==> src/rtl/hazard_control_unit_pkg.sv <==
// hazard_control_unit_pkg: shared pipeline definitions (state encodings, NOP, forwarding select codes)
package hazard_control_unit_pkg;
    typedef enum logic [1:0] {
        S_RUN        = 2'd0,
        S_LOAD_STALL = 2'd1,
        S_MEM_WAIT   = 2'd2
    } state_t;
    localparam logic [31:0] NOP = 32'h00000013;
    typedef enum logic [1:0] {
        FWD_NONE  = 2'd0,
        FWD_EXMEM = 2'd1,
        FWD_MEMWB = 2'd2
    } fwd_t;
endpackage

==> src/rtl/hazard_control_unit_mem_wait_timer.sv <==
// mem_wait_timer: 8-bit saturating wait-cycle counter; hit while the count equals MEM_TIMEOUT
module mem_wait_timer
    import hazard_control_unit_pkg::*;
#(
    parameter int MEM_TIMEOUT = 255
) (
    input  logic clk,
    input  logic rst,
    input  logic clr,
    input  logic inc,
    output logic hit
);
    logic [7:0] cnt;
    assign hit = cnt == 8'(MEM_TIMEOUT);
    // clr together with inc restarts the count at 1 for the first wait cycle
    always_ff @(posedge clk) begin
        if (rst)
            cnt <= 8'd0;
        else
            cnt <= clr ? {7'd0, inc} : (inc && !hit) ? cnt + 8'd1 : cnt;
    end
endmodule

==> src/rtl/hazard_control_unit.sv <==
// hazard_control_unit: load-use / branch / memory-wait stall and flush generator.
// Define HAZARD_PERF_CNT_EN to build the stall_cnt / flush_cnt performance counters.
module hazard_control_unit
    import hazard_control_unit_pkg::*;
#(
    parameter int LOAD_USE_CYCLES = 1,
    parameter int MEM_TIMEOUT     = 255
) (
    input  logic        clk,
    input  logic        rst,
    input  logic [4:0]  IF_ID_RS1,
    input  logic [4:0]  IF_ID_RS2,
    input  logic        IF_ID_UseRS1,
    input  logic        IF_ID_UseRS2,
    input  logic [4:0]  ID_EX_RD,
    input  logic        ID_EX_MemRead,
    input  logic        EX_BranchTaken,
    input  logic        MEM_Req,
    input  logic        MEM_Ready,
    output logic        PC_Write,
    output logic        IF_ID_Write,
    output logic        IF_ID_Flush,
    output logic        ID_EX_Bubble,
    output logic        Pipe_Freeze,
    output logic        MEM_WB_Bubble,
    output logic        mem_err,
    output logic [31:0] stall_cnt,
    output logic [31:0] flush_cnt
);
    state_t     state;
    logic [2:0] lcnt;
    logic       err_q, hit, memwait, hazard, in_ld, stall_ld, flush;
    // A release from S_MEM_WAIT behaves exactly like S_RUN, so only S_LOAD_STALL needs decoding
    always_comb begin
        memwait       = MEM_Req && !MEM_Ready;
        hazard        = ID_EX_MemRead && ID_EX_RD != 5'd0 &&
                        ((IF_ID_UseRS1 && ID_EX_RD == IF_ID_RS1) || (IF_ID_UseRS2 && ID_EX_RD == IF_ID_RS2));
        in_ld         = state == S_LOAD_STALL;
        flush         = !memwait && !in_ld && EX_BranchTaken;
        stall_ld      = !memwait && (in_ld || (!EX_BranchTaken && hazard));
        PC_Write      = !rst && !memwait && !stall_ld;
        IF_ID_Write   = PC_Write;
        IF_ID_Flush   = rst || flush;
        ID_EX_Bubble  = rst || flush || stall_ld;
        Pipe_Freeze   = !rst && memwait;
        MEM_WB_Bubble = rst || memwait;
    end
    always_ff @(posedge clk) begin
        if (rst) begin
            state <= S_RUN;
            lcnt  <= 3'd0;
            err_q <= 1'b0;
        end else begin
            err_q <= err_q || hit;
            lcnt  <= in_ld ? lcnt + 3'd1 : 3'd1;
            if (memwait)
                state <= S_MEM_WAIT;
            else if (in_ld)
                state <= (lcnt == 3'(LOAD_USE_CYCLES - 1)) ? S_RUN : S_LOAD_STALL;
            else
                state <= (stall_ld && LOAD_USE_CYCLES > 1) ? S_LOAD_STALL : S_RUN;
        end
    end
    mem_wait_timer #(.MEM_TIMEOUT(MEM_TIMEOUT)) u_timer (
        .clk (clk),
        .rst (rst),
        .clr (!memwait || state != S_MEM_WAIT),
        .inc (memwait),
        .hit (hit)
    );
    assign mem_err = err_q || hit;
`ifdef HAZARD_PERF_CNT_EN
    always_ff @(posedge clk) begin
        if (rst) begin
            stall_cnt <= 32'd0;
            flush_cnt <= 32'd0;
        end else begin
            stall_cnt <= stall_cnt + {31'd0, !PC_Write};
            flush_cnt <= flush_cnt + {31'd0, flush};
        end
    end
`else
    assign stall_cnt = 32'd0;
    assign flush_cnt = 32'd0;
`endif
endmodule

==> config.mk <==
export PLATFORM = sky130hd
export DESIGN_NAME = hazard_control_unit
export DESIGN_NICKNAME = d
export VERILOG_FILES = /design/src/rtl/hazard_control_unit_pkg.sv /design/src/rtl/hazard_control_unit_mem_wait_timer.sv /design/src/rtl/hazard_control_unit.sv
export SDC_FILE = /design/constraint.sdc
export NUM_CORES = 1
export LEC_CHECK = 0
export BUFFER_PORTS_ARGS = -buffer_cell sky130_fd_sc_hd__buf_2
export CAP_MARGIN = 0
export CORE_MARGIN = 4
export CORE_UTILIZATION = 41
export CTS_CLUSTER_SIZE = 10
export DETAILED_ROUTE_END_ITERATION = 12
export PLACE_DENSITY = 0.81
export SETUP_SLACK_MARGIN = 0.5
export SLEW_MARGIN = 30
export SYNTH_ARGS = -nofsm -noshare
export SYNTH_HDL_FRONTEND = slang
export SYNTH_SLANG_ARGS = --single-unit
==> constraint.sdc <==
create_clock -name clk -period 2.1 [get_ports clk]
set_clock_uncertainty 0.05 [all_clocks]
set_input_delay 0.315 -clock clk [delete_from_list [all_inputs] [get_ports clk]]
set_output_delay 0.315 -clock clk [all_outputs]
set_load 0.03 [all_outputs]
Yosys cells after proc, flatten, opt, wreduce, memory -nomap -nowiden
Cells that the tools add are included. W data, S select, Z words.

Output and inout bits: 71. Register bits after elaboration: 14. Bits of input ports: 23.

Add/sub/neg operators: 2. Equality and inequality tests: 5. Reductions and logical operators: 33. Bitwise gates (word level): 1. Multiplexer cells: 6.

Operators with widths (count): $logic_and A1 B1 Y1 (13); $eq A5 B5 Y1 (2); $add A8 B1 Y8 const B (1); $eq A8 B8 Y1 const B (1); $logic_not A1 Y1 (7); $logic_or A1 B1 Y1 (7); $mux W1 (5); $reduce_bool A5 Y1 (1); $reduce_or A2 Y1 (2); $add A3 B1 Y3 const B (1); $logic_not A3 Y1 (1); $reduce_or A3 Y1 (1); $eq A2 B1 Y1 const B (1); $mux W2 (1); $ne A2 B2 Y1 const B (1); $reduce_bool A2 Y1 (1); $not A1 Y1 (1).

Longest topological paths before layout
Gate-level depths: netlist of run 1.

Depth after elaboration: 9. Gate-level depth with buffers: 5. Gate-level depth less buffers: 5.

Cells and area by module
Synthesis of run 1 repeated with hierarchy kept, for this count alone.

Cells, all modules: 167. Area total of the unflattened synthesis: 1360.1 µm².

Modules (own cells, without submodules): hazard_control_unit (area an instance 910.9 µm², cells each 115, seq. area each 120.1 µm², instances 1); mem_wait_timer (area an instance 449.2 µm², cells each 52, seq. area each 160.2 µm², instances 1).

Worst setup path before layout of run 1
OpenSTA, ideal clock, no wires.

Path kind: input to output. Start point: input MEM_Ready. End point: output ID_EX_Bubble. Path buffers: 0. Slack: 0.036 ns. Stages on the path: 4. Data arrival time: 1.699 ns. Cell sequence: and2b_2 > or2b_1 > inv_1 > o31ai_1.

Cells in the longest elaborated chain, start to end: 7. Elaborated cells between the ends (all ways): 8.

Ends and longest elaborated chain: from (decl) (line hazard_control_unit.sv:19) `input logic MEM_Ready,`; $logic_not A1 Y1 * (line hazard_control_unit.sv:35) `memwait = MEM_Req && !MEM_Ready;`; $logic_and A1 B1 Y1 * (line hazard_control_unit.sv:35); $logic_not A1 Y1 * (line hazard_control_unit.sv:39, hazard_control_unit.sv:40); $logic_and A1 B1 Y1 (2 in series) (line hazard_control_unit.sv:39) `flush = !memwait && !in_ld && EX_BranchTaken;`; $logic_or A1 B1 Y1 (line hazard_control_unit.sv:44) `ID_EX_Bubble = rst || flush || stall_ld;`; $logic_or A1 B1 Y1 * (line hazard_control_unit.sv:44); to (decl) (line hazard_control_unit.sv:23) `output logic ID_EX_Bubble,`.

Every way passes the cells marked *; elsewhere a longest branch is shown, timed or not.

Worst setup path in the final report of run 1
Start point: input ID_EX_RD[1]. End point: output PC_Write.

Cells in the longest elaborated chain, start to end: 9. Elaborated cells between the ends (all ways): 13.

Ends and longest elaborated chain: from (decl) (line hazard_control_unit.sv:15) `input logic [4:0] ID_EX_RD,`; $eq A5 B5 Y1 (line hazard_control_unit.sv:37) `((IF_ID_UseRS1 && ID_EX_RD == IF_ID_RS1) || (IF_ID_UseRS2 && ID_EX_RD == IF_ID_RS2));`; $logic_and A1 B1 Y1 (line hazard_control_unit.sv:37); $logic_or A1 B1 Y1 (line hazard_control_unit.sv:37); $logic_and A1 B1 Y1 * (line hazard_control_unit.sv:36) `hazard = ID_EX_MemRead && ID_EX_RD != 5'd0 &&`; $logic_and A1 B1 Y1 * (line hazard_control_unit.sv:40) `stall_ld = !memwait && (in_ld || (!EX_BranchTaken && hazard));`; $logic_or A1 B1 Y1 * (line hazard_control_unit.sv:40); $logic_and A1 B1 Y1 * (line hazard_control_unit.sv:40); $logic_not A1 Y1 * (line hazard_control_unit.sv:41) `PC_Write = !rst && !memwait && !stall_ld;`; $logic_and A1 B1 Y1 * (line hazard_control_unit.sv:41); to (decl) (line hazard_control_unit.sv:20) `output logic PC_Write,`.

Marked as above.

==> results.sh, run 1 <==
export IMPL_ys_types=35
export IMPL_nFillCells=287
export IMPL_path_clk_slew_ps=80
export IMPL_drtIter0Drc=16
export IMPL_antenna_found_initial=0
export IMPL_antenna_left=0
export IMPL_grt_pass1_vias=865
export IMPL_synth_cells=157
export IMPL_area_growth_pct=15.4
export IMPL_p_per_area_nw_per_um2=489
export IMPL_clkLatencyLatePin_ps=280
export IMPL_floorplan_initialDensity_pct=43.0
export IMPL_routedWlPerCell_um=10.0
export IMPL_fin_crit_ps=1870
export IMPL_vias=967
export IMPL_worstPathMaxFanout=3
export IMPL_yosys_top_cells_count="buf_4 (65), dfxtp_1 (14), xor2_1 (10), a21oi_1 (6), inv_1 (5)"
export IMPL_crit_type="in -> out"
export IMPL_setup_viol=0
export IMPL_rows=20
export IMPL_viasPerCell=4.03
export IMPL_die_w_um=64.6
export IMPL_hold_path_class="in -> reg"
export IMPL_crit_family="simple AND/OR/NAND/NOR gates"
export IMPL_cts_buffers=3
export IMPL_finalCritPeriodShare_pct=89.1
export IMPL_io_pins=94
export IMPL_cp_start_kind="input pin"
export IMPL_synth_top_area_share_pct=37.2
export IMPL_synth_edf_count=0
export IMPL_clock_sinks=14
export IMPL_grt_overflow_total=0
export IMPL_ys_top_cells_by_area="buf_4 (37%), dfxtp_1 (21%), xor2_1 (6.7%)"
export IMPL_max_cap_violations=0
export IMPL_synth_seq_area_share_pct=21.4
export IMPL_slowest_delay_ps=540
export IMPL_cts_root_buf="clkbuf_4"
export IMPL_seq_area_um2=285
export IMPL_arrival_ps=1510
export IMPL_ys_async_sr_fraction_pct=0
export IMPL_place_hpwl_um=1850
export IMPL_core_um2=3050
export IMPL_yosysMostFrequentCell="buf_4"
export IMPL_ir_worst_vdd_uv=419
export IMPL_fin_tns_setup_ps=0
export IMPL_p_leak_nw=0.716
export IMPL_drt_pass1_iter_count=4
export IMPL_synth_area_um2=1310
export IMPL_rsz0062_at_grt="true"
export IMPL_crit_chain="buf_8 -> or4_4 -> o21ai_4 -> o31a_1 -> buf_6"
export IMPL_ys_warn_count=0
export IMPL_multi_input_area_um2=828
export IMPL_hold_violations=0
export IMPL_end_kind="output pin"
export IMPL_status="finished, final reports clean"
export IMPL_wirelength_um=2410
export IMPL_die_h_um=64.6
export IMPL_slowest_stage="or4_4"
export IMPL_ys_ff_latch=14
export IMPL_synth_top_area_cell="buf_4"
export IMPL_grt_pass1_wl_um=3540
export IMPL_drcViolationCount=0
export IMPL_die_area_um2=4170
export IMPL_drive_gt1_share_pct=31.6
export IMPL_antennaDiodeCount=0
export IMPL_htree_levels=1
export IMPL_grt_max_degree=9
export IMPL_cts_tree="done"
export IMPL_slew_violations=0
export IMPL_grt_use_total_pct=10.7
export IMPL_finalNetCount=223
export IMPL_critical_path_buf_inv_count=2
export IMPL_cts_path_max_buffers=2
export IMPL_port_buffers=29
export IMPL_final_cells=240
export IMPL_ys_flop_type="dfxtp_1"
export IMPL_dp_cells=228
export IMPL_fmax_ghz=0.535
export IMPL_gp_congestion=0.758
export IMPL_required_ps=1740
export IMPL_syn_area_per_cell_um2=8.35
==> worst register-to-register path: stages, from the launching register on <==
cell     delay, ps
dfxtp_2        340
ha_4           150
buf_4          140
nand3_4        100
o31ai_4        100
or3_2          450
a21oi_1        140
==> layer usage <==
| metal | part of all wire (%) | global-route usage (%) | up-vias | wire, um |
|---|---|---|---|---|
| li1 | - | - | 473 | - |
| met1 | 33 | 10.5 | 435 | 806 |
| met2 | 53 | 20.2 | 57 | 1280 |
| met3 | 12 | 4.68 | 2 | 298 |
| met4 | 0.79 | 3.17 | 0 | 19 |
| met5 | 0 | 0 | - | 0 |
==> metrics by stage <==
step                      cell area, um^2  setup WS (ps)  total power, W  hold slack [ps]  utilization [%]
final                                1510            230        0.000739              248             49.5
after global routing                 1510            176        0.000770              255             49.5
after CTS                            1460            228        0.000731              240             47.9
after detailed placement             1270            179        0.000520              413             41.7
after global placement               1270            226        0.000519              406             41.7
after floorplan                      1560            201        0.000574              334                -
==> final timing paths <==
path,startpoint,end,slack (ps),depth (start not counted)
setup / recovery,ID_EX_RD[1],PC_Write,230,5
hold / removal,rst,err_q,250,2
setup reg to reg,u_timer.cnt[0],u_timer.cnt[5],560,6
hold reg to reg,lcnt[0],lcnt[0],430,1
==> power by group <==
part | leakage [nW] | total [W] | internal, W | switching [W]
registers | 0.115 | 0.000270 | 0.000268 | 0.00000206
clock network | 0.0210 | 0.000194 | 0.000106 | 0.0000881
logic | 0.580 | 0.000275 | 0.0000656 | 0.000210
==> sequential cells by signal, indices dropped and copies added (netlist names) <==
name	count
lcnt	3
state	2
u_timer.cnt	8
err_q	1
==> repair_timing <==
| action | CTS | global route |
|---|---|---|
| gates cloned | 0 | 0 |
| setup endpoints to repair | 7 | 7 |
| pin swaps | 13 | 9 |
| setup buffers | 5 | 3 |
| resized for setup | 29 | 9 |
| hold buffers | 0 | 0 |
==> cell usage in the layout (no fill, tap or decap), drive strengths merged, types with 4 or more instances in the layout <==
cell type	instances
conb	64
buf	36
dfxtp	14
xor2	10
a21oi	6
inv	5
clkbuf	5
xnor2	4
nor2	4
nand2	4
o21ai	4
o31ai	4
==> cell type report <==
cell class                      instances  area share (%)
Sequential cell                        14            18.9
Multi-Input combinational cell        136            54.8
Inverter                                5            1.24
Tap cell                               44            3.64
Clock buffer                            4            2.40
Timing Repair Buffer                   37            19.1
==> kinds of logic after synthesis <==
| family | after synthesis | synth area share, % |
|---|---|---|
| other cells | 1 | 0.286 |
| buf+inv | 70 | 38.6 |
| fa+ha+maj | 3 | 2.86 |
| simple gates | 34 | 16.1 |
| xor+xnor | 14 | 9.35 |
| flops | 14 | 21.4 |
| mux | 1 | 0.763 |
| compound gates | 20 | 10.6 |
No activity file was read; power rests on OpenSTA's default activity.
==> inputs of run 2 (changes only) <==
--- a/config.mk
+++ b/config.mk
@@ -8,10 +8,10 @@
 export BUFFER_PORTS_ARGS = -buffer_cell sky130_fd_sc_hd__buf_2
 export CAP_MARGIN = 0
 export CORE_MARGIN = 4
-export CORE_UTILIZATION = 41
+export CORE_UTILIZATION = 44
 export CTS_CLUSTER_SIZE = 10
 export DETAILED_ROUTE_END_ITERATION = 12
-export PLACE_DENSITY = 0.81
+export PLACE_DENSITY = 0.86
 export SETUP_SLACK_MARGIN = 0.5
 export SLEW_MARGIN = 30
 export SYNTH_ARGS = -nofsm -noshare
==> constraint.sdc (replaced) <==
create_clock -name clk -period 2.3 [get_ports clk]
set_clock_uncertainty 0.05 [all_clocks]
set_input_delay 0.345 -clock clk [delete_from_list [all_inputs] [get_ports clk]]
set_output_delay 0.345 -clock clk [all_outputs]
set_load 0.03 [all_outputs]
==> run 2 against run 1 <==
Hold slack barely moved. Via count down 1.8%. Critical endpoint unchanged. Die area shrank 6.0%. Register-to-register slack better by 230 ps. Sequential cell count stayed put. Final area decreased by 9.3%. Utilization fell by 0.62 points. Sequential share of layout area increased by 1.9 points. Critical path depth unchanged. Total power fell by 9.5%. Combinational power decreased by 14%. Final cell count shrank 8.8%.
==> results.sh, run 2 (synthesis results as in run 1) <==
export IMPL_status="finished, final reports clean"
export IMPL_fmax_ghz=0.517
export IMPL_setup_viol=0
export IMPL_finalNetCount=215
export IMPL_mostFrequentLayoutCells="conb_1 (64), buf_2 (20), dfxtp_1 (12)"
export IMPL_die_w_um=62.6
export IMPL_drcViolationCount=0
export IMPL_wirelength_um=2260
export IMPL_antennaDiodeCount=0
export IMPL_cts_root_buf="clkbuf_4"
export IMPL_grt_max_degree=9
export IMPL_ff2ff_setup_slack_ps=790
export IMPL_core_um2=2810
export IMPL_gp_congestion=0.782
export IMPL_finalCritPeriodShare_pct=84.1
export IMPL_cts_tree="done"
export IMPL_hold_path_class="in -> reg"
export IMPL_port_buffers=29
export IMPL_hold_violations=0
export IMPL_max_cap_violations=0
export IMPL_ir_worst_vdd_uv=310
export IMPL_seq_area_um2=285
export IMPL_largest_reg_flops=8
export IMPL_rows=19
export IMPL_clock_sinks=14
export IMPL_r2r_start="u_timer.cnt[0]"
export IMPL_fin_crit_ps=1930
export IMPL_slew_violations=0
export IMPL_path_clk_slew_ps=100
export IMPL_floorplan_initialDensity_pct=46.7
export IMPL_cp_start_kind="input pin"
export IMPL_reg_top3="u_timer.cnt x8, lcnt x3, state x2"
export IMPL_p_leak_nw=0.654
export IMPL_place_hpwl_um=1830
export IMPL_p_per_area_nw_per_um2=488
export IMPL_reg2regPathDepth=5
export IMPL_hold_path_endpoint="err_q"
export IMPL_post_cts_setup_buffers=0
export IMPL_arrival_ps=1540
export IMPL_dpl_worst_slack_ps=301
export IMPL_worstHoldStart="rst"
export IMPL_grt_pass1_vias=791
export IMPL_min_path_cells=2
export IMPL_viasPerCell=4.34
export IMPL_htree_levels=1
export IMPL_drtIter0Drc=12
export IMPL_required_ps=1900
export IMPL_die_h_um=62.6
export IMPL_grt_use_total_pct=10.4
export IMPL_antenna_found_initial=0
export IMPL_cts_hold_fix_buffers=0
export IMPL_drive_gt1_share_pct=26.6
export IMPL_rsz0062_at_grt="true"
export IMPL_final_common_cell="conb_1"
export IMPL_cts_path_max_buffers=2
export IMPL_multi_input_area_um2=803
export IMPL_grt_overflow_total=0
export IMPL_crit_type="in -> out"
export IMPL_die_area_um2=3920
export IMPL_regMostFlops="u_timer.cnt"
export IMPL_vias=950
export IMPL_nFillCells=262
export IMPL_fin_tns_setup_ps=0
export IMPL_cts_buffers=3
export IMPL_grt_pass1_wl_um=3300
export IMPL_clkLatencyLatePin_ps=290
export IMPL_end_kind="output pin"
export IMPL_r2r_end="u_timer.cnt[7]"
export IMPL_fin_ws_ps=366
export IMPL_io_pins=94
export IMPL_worstPathMaxFanout=3
export IMPL_antenna_left=0
export IMPL_drt_pass1_iter_count=5
export IMPL_routedWlPerCell_um=10.3
export IMPL_area_growth_pct=4.68
[run 2: changes by cell type in the layout (fill, tap and decap cells not counted), moves of 2 or more]
cell / change
buf_4: -8
buf_8: -2
dfxtp_2: -3
buf_2: +5
dfxtp_1: +2
buf_6: -3
[run 2: worst max-delay path: stages]
cell     delay (ps)
buf_6           100
or4_4           540
o21ai_4         200
o31a_1          210
buf_6           150
[run 2: worst max path at each step]
stage	startpoint	end	slack [ps]	cells past startpoint
2_1_floorplan	ID_EX_RD[1]	PC_Write	340	4
6_report	ID_EX_RD[4]	PC_Write	370	5
3_5_place_dp	ID_EX_RD[3]	IF_ID_Write	300	6
3_3_place_gp	ID_EX_RD[3]	PC_Write	320	6
4_1_cts	ID_EX_RD[4]	PC_Write	360	5
5_1_grt	ID_EX_RD[1]	PC_Write	290	6
[run 2: layout make-up]
cell class | count | share of cell area, %
Sequential cell | 14 | 20.8
Multi-Input combinational cell | 136 | 58.5
Tap cell | 31 | 2.83
Inverter | 5 | 1.37
Timing Repair Buffer | 29 | 13.9
Clock buffer | 4 | 2.64
[run 2: where the power goes]
group / internal [W] / switching (W) / leakage [nW]
clock: 0.0000965 / 0.0000895 / 0.0210
combinational: 0.0000480 / 0.000189 / 0.519
sequential: 0.000244 / 0.00000215 / 0.115
[run 2: repair_timing]
item / in CTS / in global routing
setup endpoints to repair: 4 / 5
pin swaps: 9 / 1
gates resized for setup: 17 / 7
[run 2: layer usage]
metal	GRT usage, %	wire (um)
met1	11.0	783
met2	18.5	1170
met3	4.14	272
met4	4.13	35
met5	0	0
[run 2: per-stage QoR]
stage	hold slack (ps)	area [um^2]	total power [W]	utilization [%]	instances
3_5_place_dp	414	1260	0.000475	44.8	215
2_1_floorplan	364	1560	0.000524	-	220
6_report	248	1370	0.000669	48.9	219
5_1_grt	263	1370	0.000696	48.9	219
3_3_place_gp	403	1260	0.000473	44.8	215
4_1_cts	250	1350	0.000667	48.0	219
==> inputs of run 3 (changes only) <==
--- a/config.mk
+++ b/config.mk
@@ -8,10 +8,10 @@
 export BUFFER_PORTS_ARGS = -buffer_cell sky130_fd_sc_hd__buf_2
 export CAP_MARGIN = 0
 export CORE_MARGIN = 4
-export CORE_UTILIZATION = 44
+export CORE_UTILIZATION = 37
 export CTS_CLUSTER_SIZE = 10
 export DETAILED_ROUTE_END_ITERATION = 12
-export PLACE_DENSITY = 0.86
+export PLACE_DENSITY = 0.77
 export SETUP_SLACK_MARGIN = 0.5
 export SLEW_MARGIN = 30
 export SYNTH_ARGS = -nofsm -noshare
==> constraint.sdc (replaced) <==
create_clock -name clk -period 1.75 [get_ports clk]
set_clock_uncertainty 0.05 [all_clocks]
set_input_delay 0.2625 -clock clk [delete_from_list [all_inputs] [get_ports clk]]
set_output_delay 0.2625 -clock clk [all_outputs]
set_load 0.03 [all_outputs]
==> run 3 against run 2 <==
The flow now finishes with violations (negative setup slack). Highest routed layer is now met3. Combinational power grew 47%. Final area grew 20%. Hold slack lost 49 ps.
==> results.sh, run 3 (synthesis results as in run 1) <==
export IMPL_status="finished, violations left"
export IMPL_violations="negative setup slack"
export IMPL_drt_pass1_iter_count=4
export IMPL_crit_type="in -> out"
export IMPL_gp_congestion=0.739
export IMPL_max_cap_violations=0
export IMPL_stdcell_area_um2=1650
export IMPL_fmax_ghz=0.560
export IMPL_antenna_left=0
export IMPL_io_pins=94
export IMPL_cts_path_max_buffers=2
export IMPL_cp_start_kind="input pin"
export IMPL_antenna_found_initial=0
export IMPL_floorplan_initialDensity_pct=38.7
export IMPL_cts_root_buf="clkbuf_4"
export IMPL_setup_viol=2
export IMPL_path_clk_slew_ps=80
export IMPL_finalCritPeriodShare_pct=102
export IMPL_die_w_um=67.5
export IMPL_port_buffers=29
export IMPL_clkLatencyLatePin_ps=280
export IMPL_slowest_delay_ps=340
export IMPL_nFillCells=312
export IMPL_hold_violations=0
export IMPL_viasPerCell=4.04
export IMPL_mostFrequentLayoutCells="conb_1 (64), buf_2 (15), buf_6 (15)"
export IMPL_dp_cells=233
export IMPL_required_ps=1440
export IMPL_finalNetCount=226
export IMPL_cts_buffers=3
export IMPL_worstPathMaxFanout=2
export IMPL_hold_path_class="in -> reg"
export IMPL_cts_hold_fix_buffers=0
export IMPL_place_hpwl_um=1910
export IMPL_arrival_ps=1470
export IMPL_wirelength_um=2750
export IMPL_reg_top3="u_timer.cnt x8, lcnt x3, state x2"
export IMPL_rsz0062_at_grt="true"
export IMPL_crit_chain="buf_2 -> xor2_1 -> nor4_1 -> a32oi_1 -> o31a_1 -> buf_6"
export IMPL_slew_violations=0
export IMPL_p_per_area_nw_per_um2=549
export IMPL_fin_ws_ps=-35.2
export IMPL_fin_crit_ps=1790
export IMPL_dpl_worst_slack_ps=-58.5
export IMPL_final_cells=245
export IMPL_vias=989
export IMPL_die_h_um=67.5
export IMPL_drive_gt1_share_pct=38.2
export IMPL_grt_overflow_total=0
export IMPL_ir_worst_vdd_uv=536
export IMPL_rows=21
export IMPL_grt_pass1_wl_um=4060
export IMPL_finalCoreUtilization_pct=48.8
export IMPL_area_growth_pct=26.0
export IMPL_drcViolationCount=0
export IMPL_slowest_stage="nor4_1"
export IMPL_finalPower_w=0.000908
export IMPL_cts_tree="done"
export IMPL_grt_use_total_pct=11.4
export IMPL_routedWlPerCell_um=11.2
export IMPL_drtIter0Drc=16
export IMPL_final_common_cell="conb_1"
export IMPL_antennaDiodeCount=0
export IMPL_grt_pass1_vias=973
export IMPL_regMostFlops="u_timer.cnt"
export IMPL_largest_reg_flops=8
export IMPL_p_leak_nw=0.758
export IMPL_core_um2=3390
export IMPL_clock_sinks=14
export IMPL_grt_max_degree=9
export IMPL_place_area_um2=1370
export IMPL_die_area_um2=4560
export IMPL_htree_levels=1
export IMPL_end_kind="output pin"
run 3: changes by cell type in the layout (fill, tap and decap cells not counted), moves of 3 or more:
cell,previous run,this run
buf_6,6,15
buf_4,2,8
buf_2,20,15
dfxtp_1,12,8
dfxtp_2,1,5
nand2_1,4,1
o21ai_0,3,0
run 3: per-layer routing:
metal  track usage [%]  wire length, um  up-vias
li1                  -                -      480
met1              12.2              933      455
met3              3.99              265        0
met5                 0                0        -
met2              21.9             1560       54
met4             0.759                0        0
run 3: critical path: cells and delay by family:
kind                      cells  cell delay (ps)
and+or+nand+nor               1              340
AOI/OAI and AO/OA             2              460
buffers and inverters         2              260
xor gates and xnor gates      1              150
run 3: final cells by class:
type                       count  area (um^2)  area share, %
inverter                       5         21.3           1.29
multi-input combinational    136          913           55.3
tap                           46         57.6           3.48
clock buffer                   4         36.3           2.20
sequential                    14          290           17.6
timing repair buffer          40          334           20.2
run 3: per-stage QoR:
step,TNS (ps),hold slack (ps)
floorplan,-43.9,282
global route,-193,217
finish,-69.6,199
CTS,-25.6,192
global placement,-217,408
detailed placement,-158,418
run 3: power by group:
part | internal (W) | switching, W | total, W
clock | 0.000127 | 0.000110 | 0.000236
sequential | 0.000321 | 0.00000273 | 0.000323
combinational | 0.0000879 | 0.000260 | 0.000348
run 3: worst paths after layout:
| kind | startpoint | endpoint | slack [ps] | cells after the start |
|---|---|---|---|---|
| setup / recovery | IF_ID_RS2[1] | PC_Write | -40 | 6 |
| hold / removal | rst | err_q | 200 | 2 |
| setup reg to reg | u_timer.cnt[0] | u_timer.cnt[7] | 210 | 6 |
| hold reg to reg | lcnt[0] | lcnt[0] | 440 | 1 |
run 3: timing repair:
action / CTS / global route
resized for setup: 37 / 13
pin swaps: 16 / 3
endpoints found under the setup margin: 14 / 14
buffers inserted: 5 / 3
